## src/rtl/muldiv_pkg.sv

```systemverilog
// Shared encodings and types for the iterative multiply/divide unit.
package muldiv_pkg;

  localparam int MD_WIDTH = 32;

  localparam logic [1:0] MD_MULT  = 2'b00;
  localparam logic [1:0] MD_MULTU = 2'b01;
  localparam logic [1:0] MD_DIV   = 2'b10;
  localparam logic [1:0] MD_DIVU  = 2'b11;

  localparam logic [1:0] ST_IDLE = 2'd0;
  localparam logic [1:0] ST_RUN  = 2'd1;
  localparam logic [1:0] ST_FIX  = 2'd2;

  // Per-operation control captured on the accepting edge.
  typedef struct packed {
    logic is_div;
    logic neg_res;
    logic neg_rem;
    logic div_zero;
  } md_flags_t;

endpackage

```

## src/rtl/muldiv_signfix.sv

```systemverilog
// Conditional two's-complement negate.
module muldiv_signfix #(
  parameter int W = 32
) (
  input  logic [W-1:0] in,
  input  logic         neg,
  output logic [W-1:0] out
);

  assign out = neg ? (~in + W'(1)) : in;

endmodule

```

## src/rtl/muldiv_unit.sv

```systemverilog
// Iterative MULT/MULTU/DIV/DIVU unit with HI/LO registers: one result bit per
// cycle on magnitudes, sign correction in a final FIX cycle.
module muldiv_unit
  import muldiv_pkg::*;
#(
  parameter int WIDTH = MD_WIDTH
) (
  input  logic             clk,
  input  logic             rst,
  input  logic             start,
  input  logic [1:0]       op,
  input  logic [WIDTH-1:0] a,
  input  logic [WIDTH-1:0] b,
  input  logic             hi_we,
  input  logic             lo_we,
  input  logic [WIDTH-1:0] wdata,
  output logic             busy,
  output logic             done,
  output logic [WIDTH-1:0] hi,
  output logic [WIDTH-1:0] lo
);

  localparam int CW = (WIDTH > 1) ? $clog2(WIDTH) : 1;

  logic [1:0]         state_q, state_d;
  logic [CW-1:0]      cnt_q, cnt_d;
  logic [2*WIDTH-1:0] acc_q, acc_d;
  logic [WIDTH-1:0]   dvs_q, dvs_d;
  logic [WIDTH-1:0]   araw_q, araw_d;
  md_flags_t          flg_q, flg_d;
  logic [WIDTH-1:0]   hi_q, hi_d, lo_q, lo_d;
  logic               done_q, done_d;

  logic               sgn_op, sa, sb;
  logic [WIDTH-1:0]   a_mag, b_mag, quot_fix, rem_fix;
  logic [2*WIDTH-1:0] prod_fix;
  logic [WIDTH:0]     mul_sum, div_tr;
  logic [2*WIDTH-1:0] mul_next, div_next;

  assign sgn_op = ~op[0];
  assign sa     = sgn_op & a[WIDTH-1];
  assign sb     = sgn_op & b[WIDTH-1];

  muldiv_signfix #(.W(WIDTH))   u_amag (.in(a), .neg(sa), .out(a_mag));
  muldiv_signfix #(.W(WIDTH))   u_bmag (.in(b), .neg(sb), .out(b_mag));
  muldiv_signfix #(.W(2*WIDTH)) u_prod (.in(acc_q), .neg(flg_q.neg_res), .out(prod_fix));
  muldiv_signfix #(.W(WIDTH))   u_quot (.in(acc_q[WIDTH-1:0]), .neg(flg_q.neg_res), .out(quot_fix));
  muldiv_signfix #(.W(WIDTH))   u_rem  (.in(acc_q[2*WIDTH-1:WIDTH]), .neg(flg_q.neg_rem), .out(rem_fix));

  // acc holds {partial product, multiplier} or {remainder, dividend/quotient}.
  assign mul_sum  = {1'b0, acc_q[2*WIDTH-1:WIDTH]} + {1'b0, dvs_q};
  assign mul_next = acc_q[0] ? {mul_sum, acc_q[WIDTH-1:1]}
                             : {1'b0, acc_q[2*WIDTH-1:1]};
  assign div_tr   = acc_q[2*WIDTH-1:WIDTH-1] - {1'b0, dvs_q};
  assign div_next = div_tr[WIDTH] ? {acc_q[2*WIDTH-2:0], 1'b0}
                                  : {div_tr[WIDTH-1:0], acc_q[WIDTH-2:0], 1'b1};

  always_comb begin
    state_d = state_q;
    cnt_d   = cnt_q;
    acc_d   = acc_q;
    dvs_d   = dvs_q;
    araw_d  = araw_q;
    flg_d   = flg_q;
    hi_d    = hi_q;
    lo_d    = lo_q;
    done_d  = 1'b0;
    case (state_q)
      ST_IDLE: begin
        if (start) begin
          state_d        = ST_RUN;
          cnt_d          = CW'(WIDTH - 1);
          flg_d.is_div   = op[1];
          flg_d.neg_res  = sa ^ sb;
          flg_d.neg_rem  = sa;
          flg_d.div_zero = op[1] & (b == '0);
          acc_d          = {{WIDTH{1'b0}}, a_mag};
          dvs_d          = b_mag;
          araw_d         = a;
        end else begin
          if (hi_we) hi_d = wdata;
          if (lo_we) lo_d = wdata;
        end
      end
      ST_RUN: begin
        acc_d = flg_q.is_div ? div_next : mul_next;
        if (cnt_q == '0) state_d = ST_FIX;
        else             cnt_d   = cnt_q - CW'(1);
      end
      ST_FIX: begin
        if (flg_q.is_div) begin
          lo_d = flg_q.div_zero ? {WIDTH{1'b1}} : quot_fix;
          hi_d = flg_q.div_zero ? araw_q : rem_fix;
        end else begin
          {hi_d, lo_d} = prod_fix;
        end
        done_d  = 1'b1;
        state_d = ST_IDLE;
      end
      default: state_d = ST_IDLE;
    endcase
  end

  always_ff @(posedge clk) begin
    if (rst) begin
      state_q <= ST_IDLE;
      cnt_q   <= '0;
      acc_q   <= '0;
      dvs_q   <= '0;
      araw_q  <= '0;
      flg_q   <= '0;
      hi_q    <= '0;
      lo_q    <= '0;
      done_q  <= 1'b0;
    end else begin
      state_q <= state_d;
      cnt_q   <= cnt_d;
      acc_q   <= acc_d;
      dvs_q   <= dvs_d;
      araw_q  <= araw_d;
      flg_q   <= flg_d;
      hi_q    <= hi_d;
      lo_q    <= lo_d;
      done_q  <= done_d;
    end
  end

  assign busy = (state_q != ST_IDLE);
  assign done = done_q;
  assign hi   = hi_q;
  assign lo   = lo_q;

endmodule

```

## config.mk

```make
export PLATFORM = sky130hd
export DESIGN_NAME = muldiv_unit
export DESIGN_NICKNAME = d
export VERILOG_FILES = /design/src/rtl/muldiv_pkg.sv /design/src/rtl/muldiv_signfix.sv /design/src/rtl/muldiv_unit.sv
export SDC_FILE = /design/constraint.sdc
export NUM_CORES = 1
export LEC_CHECK = 0
export ABC_AREA = 1
export BUFFER_PORTS_ARGS = -buffer_cell sky130_fd_sc_hd__buf_2
export CORE_AREA = 2 2 209 211
export CTS_CLUSTER_DIAMETER = 100
export CTS_CLUSTER_SIZE = 20
export DETAILED_ROUTE_END_ITERATION = 16
export DIE_AREA = 0 0 211 213
export HOLD_SLACK_MARGIN = 0.06
export PLACE_DENSITY_LB_ADDON = 0.2
export SKIP_CTS_REPAIR_TIMING = 1
export SLEW_MARGIN = 30
export SYNTH_ARGS = -nofsm -noshare
export SYNTH_HDL_FRONTEND = slang
export SYNTH_SLANG_ARGS = --single-unit
```

## constraint.sdc

```tcl
create_clock -name clk -period 3 [get_ports clk]
set_input_delay 0.15 -clock clk [delete_from_list [all_inputs] [get_ports clk]]
set_output_delay 0.15 -clock clk [all_outputs]
set_load 0.02 [all_outputs]
```

==> results.toml, run 1 <==
[detailed_routing]
via_per_inst = 5.664
dr.first_iter.drc_count = 2956
wl_per_cell_um = 19.40
ant_nets = 0
wl_met1_mm = 35.92
routed_wl_mm = 79.44
dr_wl_met2_mm = 32.05
remaining_drc_errors = 0
dr_total_vias = 23190
top_layer_used = "met4"
drt_first_pass_iters = 6
dr_wl_met3_mm = 9.412

[worst_setup_path]
reg2regPathDepth = 18
reg2reg_slack_ps = 220
crit_path_end = "acc_q[63]$_SDFFE_PP0P_"
arrival_ps = 3220
r2r_start = "acc_q[31]$_SDFFE_PP0P_"
worstSetupPathType = "flip-flop to flip-flop"
crit_start = "acc_q[31]$_SDFFE_PP0P_"
required_ps = 3440
r2r_end = "acc_q[63]$_SDFFE_PP0P_"
end_kind = "flip-flop"
critPathMaxFanout = 23
startpoint_type = "flip-flop"

[synth]
synthArstFlopShare = 0
syn_inst = 3384
avgSynthCellArea_sq_um = 5.623
synth_flop_cell = "dfxtp_1"
synth_edf_count = 0
synth_fp_nets = 3559
ys_seq_area_frac = 0.2146
ys_warn_count = 0
synth_area_sq_um = 19030
synth.distinct_cells = 53
synth_seq_cells = 204

[clocking]
cts.sinks = 204
cts_tree = "done"
clkTransAtPathRegs_ps = 90
numCtsBuffers = 15
htree_num_levels = 1
insertion_delay_ps = 510
cts_buffer_depth = 3
cts-root-buf = "clkbuf_16"

[sta]
worst_slew_pin_slew_ps = 915.0
hold_violations = 0
finalMaxSlewViolations = 0
relSlewSlack = 0.3900
rsz0062_at_grt = "false"
period_minus_slack_ps = 2776
tns_ps = 0
holdWs_ps = 1.735
clock_skew_ps = 19.21
finalSetupViolations = 0
period_share = 0.9253
max_freq_ghz = 0.3602

[job]
maxCapViolCount = 0

[layout]
multi_input_area_sq_um = 12680
drive_gt1_frac = 0.09975
final_common_cell = "nand2_1"
layoutNonFillerInstCount = 4095
fin_nets = 3719
diodes = 0
final_cell_mix = "nand2_1, inv_1, a21oi_1"
area_growth_pct = 13.00
nFillCells = 4645
stdcell_area_sq_um = 21500
seq_area_sq_um = 4089

[placed_design]
dpl.hpwl_mm = 62.20
gp_congestion = 1.023
io_buffer_count = 168
dp.cells = 4015
placed_cell_area_sq_um = 20470

[run_status]
status = "finished clean"

[floorplan]
chipWidth_um = 211
core_sq_um = 42700
dieArea_sq_um = 44940
std_cell_rows = 76
pin_count = 169
start_util = 0.4457
die_h_um = 213

[global_route]
grt_first_pass_wirelength_mm = 119.1
grt_max_degree = 89
antenna_found_initial = 0
grt_pass1_vias = 20120
track_usage = 0.3415
grt-ovfl-total = 0

[power_and_ir_drop]
power_leakage_nw = 10.69
total_power_mw = 9.497
vdd_drop_max_mv = 0.2830
cellPowerDensity_nw_per_um2 = 441.7

[hold_path]
min_path_type = "input pin to flip-flop"
## cell type report
cell class,count,share of cell area
Timing Repair Buffer,295,0.09136
Clock inverter,5,0.002444
Inverter,436,0.07623
Sequential cell,204,0.1902
Tap cell,546,0.03177
Clock buffer,17,0.01827
Multi-Input combinational cell,2592,0.5898
## logic make-up after synthesis
kind of cell,after synthesis,share of synthesized area
flops,204,0.2146
buf+inv,588,0.1207
compound gates,821,0.2289
fa+ha+maj,72,0.04813
xor+xnor,58,0.02670
simple gates,1641,0.3609
## state kept, by name, summed over array words and instances (netlist names)
register / flops
acc_q: 64
araw_q: 32
dvs_q: 32
hi: 32
lo: 32
cnt_q: 5
flg_q: 4
state_q: 2
done: 1
## how the worst min path moves through the flow
stage                      from                      end  slack, ps  cells after the start
final                      b[5]    dvs_q[5]$_SDFFE_PP0P_          2                      3
after global routing      b[13]   dvs_q[13]$_SDFFE_PP0P_         60                      4
after CTS                 a[19]  araw_q[19]$_SDFFE_PP0P_        -70                      3
after detailed placement   b[0]    dvs_q[0]$_SDFFE_PP0P_        460                      3
after global placement    a[19]  araw_q[19]$_SDFFE_PP0P_        460                      3
after floorplan            a[6]   araw_q[6]$_SDFFE_PP0P_        290                      2
## through the flow
step / util / worst slack (ps)
CTS: 0.4898 / 219.0
detailed placement: 0.4794 / 238.1
global route: 0.5036 / 30.67
global placement: 0.4794 / 320.5
finish: 0.5036 / 224.1
floorplan: - / 677.7
## worst max-delay path, cell delays in order (launching register included)
cell     delay (ps)
dfxtp_1         370
inv_1           120
ha_1            250
fa_1            410
inv_1            90
nand2_1          50
nand2_1          80
nand3_1         100
nand2_2         140
nand2_2          60
nand2_2          80
nand2_2          80
nand2_2          80
nand2_2          70
nand2_4         310
nand3_1         150
nand2_1         100
nand2_1          50
a21oi_1         110
## report_power, final
part           switching, mW  internal (mW)
combinational           2.85           1.25
clock                   1.13          0.971
sequential             0.318           2.98
## Yosys cell counts, drive strengths merged (18+ instances only)
library cell,n,area [sq um]
nor2,376,1461
xor2,43,376.6
nand3b,18,135.1
a31oi,22,137.6
nand3,231,1219
buf,52,284.0
inv,432,1622
nor3,36,190.2
o21ai,333,1678
clkbuf,100,375.4
dfxtp,204,4084
nand4,27,168.9
a21oi,417,2162
nand2,927,3527
ha,70,875.8
## metal layers
| layer | global-route usage | up-vias |
|---|---|---|
| met1 | 0.5171 | 10470 |
| met3 | 0.06486 | 130 |
| met4 | 0.08378 | 0 |
| li1 | - | 11310 |
| met2 | 0.4905 | 1287 |
| met5 | 0 | - |
Note: power is estimated with default switching activity, not from simulation.
==> inputs of run 2 (changes only) <==
--- a/config.mk
+++ b/config.mk
@@ -13,7 +13,6 @@
 export DETAILED_ROUTE_END_ITERATION = 16
 export DIE_AREA = 0 0 211 213
 export HOLD_SLACK_MARGIN = 0.06
-export PLACE_DENSITY_LB_ADDON = 0.2
 export SKIP_CTS_REPAIR_TIMING = 1
 export SLEW_MARGIN = 30
 export SYNTH_ARGS = -nofsm -noshare
==> constraint.sdc (replaced) <==
create_clock -name clk -period 2.7 [get_ports clk]
set_input_delay 0.135 -clock clk [delete_from_list [all_inputs] [get_ports clk]]
set_output_delay 0.135 -clock clk [all_outputs]
set_load 0.02 [all_outputs]
==> run 2 against run 1 <==
Net effect:
- the run now ends with negative setup slack left
- core utilization increased by 2.5 points
- sequential power rose by 10%
- routed wire length up 13%
- flip-flop and latch count stayed put
- final cell count rose by 2.0%
- count of clock-buffer cells in the layout grew 1
==> results.toml, run 2 (same netlist as run 1, synthesis figures left out) <==
[job]
maxCapViolCount = 0

[hold_path]
holdPathEnd = "dvs_q[2]$_SDFFE_PP0P_"
hold-path-cell-count = 4
min_from = "b[2]"
min_path_type = "input pin to flip-flop"

[global_route]
track_usage = 0.3777
grt_pass1_vias = 21100
grt-ovfl-total = 0
antenna_found_initial = 2
grt_max_degree = 149
grt_first_pass_wirelength_mm = 128.6

[sta]
fin_ws_ps = -14.45
relSlewSlack = 0.4103
clock_skew_ps = 20.06
finalSetupViolations = 1
period_minus_slack_ps = 2714
rsz0062_at_grt = "true"
period_share = 1.005
holdWs_ps = 11.60
worst_slew_pin_slew_ps = 875.3
finalMaxSlewViolations = 0
hold_violations = 0
max_freq_ghz = 0.3684

[detailed_routing]
routed_wl_mm = 89.57
dr.first_iter.drc_count = 2878
drt_first_pass_iters = 9
remaining_drc_errors = 0
via_per_inst = 5.734
wl_per_cell_um = 21.44
dr_total_vias = 23950
ant_nets = 0

[floorplan]
die_h_um = 213
dieArea_sq_um = 44940
std_cell_rows = 76
core_sq_um = 42700
start_util = 0.4457
pin_count = 169
chipWidth_um = 211

[layout]
area_growth_pct = 18.64
multi_input_area_sq_um = 12940
top_register = "acc_q"
diodes = 0
fin_nets = 3801
final_cell_mix = "nand2_1, inv_1, a21oi_1"
largest_reg_flops = 64
final_common_cell = "nand2_1"
nFillCells = 4577
final_util = 0.5287
drive_gt1_frac = 0.1316
seq_area_sq_um = 4121

[clocking]
insertion_delay_ps = 530
htree_num_levels = 1
cts-root-buf = "clkbuf_16"
cts_tree = "done"
cts_buffer_depth = 3
numCtsBuffers = 16
cts.sinks = 204
clkTransAtPathRegs_ps = 90

[worst_setup_path]
r2r_end = "acc_q[0]$_SDFFE_PP0P_"
end_kind = "flip-flop"
critPathMaxFanout = 6
worstSetupPathType = "flip-flop to flip-flop"
r2r_start = "dvs_q[29]$_SDFFE_PP0P_"
required_ps = 3160
arrival_ps = 3180
reg2regPathDepth = 15
startpoint_type = "flip-flop"
reg2reg_slack_ps = -10

[power_and_ir_drop]
power_leakage_nw = 11.18
power_frac_clock = 0.226
switchingPower_mw = 5.126
p_seq_frac = 0.325
p_comb_frac = 0.450
p_int_mw = 6.095
vdd_drop_max_mv = 0.4293
sw_frac_of_total = 0.4568
cellPowerDensity_nw_per_um2 = 497.1

[run_status]
status = "complete, but fails checks"
violations = "negative setup slack"

[placed_design]
io_buffer_count = 168
gp_congestion = 1.011
dpl.hpwl_mm = 69.18
==> run 2: cell types whose count changed in the layout (fill, tap and decap cells not counted), sizes merged <==
cell / before / now
nand2: 927 / 930
clkbuf: 17 / 18
inv: 433 / 434
dlygate4sd3: 58 / 75
buf: 237 / 298
clkinvlp: 1 / 0
==> run 2: worst max-delay path, cell delays in order, from the launching register on <==
cell and delay, ps:
dfxtp_1 340, inv_1 240, ha_2 390, nand2_1 90
a21oi_1 70, nor2_1 160, nand2_1 120, a21oi_4 280
nand2_8 110, nand2_8 130, nand3_4 140, buf_12 180
buf_12 120, nand2_1 50, o21ai_0 70, a21oi_1 130
==> run 2: routing by layer <==
layer / routed length, um / share of wire / vias to the layer above / global-route usage
met5: 9 / 0.00010 / - / 0
met4: 1884 / 0.021 / 2 / 0.07892
met3: 10790 / 0.12 / 109 / 0.1012
met2: 35700 / 0.40 / 1258 / 0.5285
met1: 41190 / 0.46 / 11120 / 0.5699
li1: - / - / 11460 / -
==> run 2: worst max-delay path by stage <==
stage	from	to	depth (start not counted)
after global routing	dvs_q[23]$_SDFFE_PP0P_	acc_q[0]$_SDFFE_PP0P_	15
after floorplan	acc_q[32]$_SDFFE_PP0P_	acc_q[51]$_SDFFE_PP0P_	17
final	dvs_q[29]$_SDFFE_PP0P_	acc_q[0]$_SDFFE_PP0P_	15
after CTS	acc_q[31]$_SDFFE_PP0P_	acc_q[63]$_SDFFE_PP0P_	18
after detailed placement	acc_q[31]$_SDFFE_PP0P_	acc_q[63]$_SDFFE_PP0P_	18
after global placement	acc_q[31]$_SDFFE_PP0P_	acc_q[63]$_SDFFE_PP0P_	18
==> run 2: power groups by stage <==
stage	clock (mW)	combinational [mW]	sequential, mW
2_1_floorplan	0	2.90	3.68
3_3_place_gp	0	4.59	3.67
5_1_grt	2.66	5.46	3.67
4_1_cts	2.56	4.62	3.61
3_5_place_dp	0	4.59	3.68
6_report	2.53	5.05	3.64
==> run 2: stage by stage <==
stage | cells | total power, mW | cell area [sq um] | setup TNS, ps | worst slack, ps
floorplan | 3384 | 6.577 | 19030 | 0 | 377.7
global placement | 4069 | 8.258 | 20920 | -62.12 | -62.12
detailed placement | 4069 | 8.271 | 20920 | -96.71 | -90.00
CTS | 4092 | 10.79 | 21420 | -243.3 | -120.5
global route | 4177 | 11.79 | 22580 | -186.7 | -77.15
finish | 4177 | 11.22 | 22580 | -14.45 | -14.45
==> run 2: cell type report <==
cell class | instances | area share
inverters | 436 | 0.07260
repair buffers | 373 | 0.1194
clock buffers | 18 | 0.01901
clock inverters | 5 | 0.003048
flip-flops and latches | 204 | 0.1826
well taps | 546 | 0.03026
multi-input cells | 2595 | 0.5731
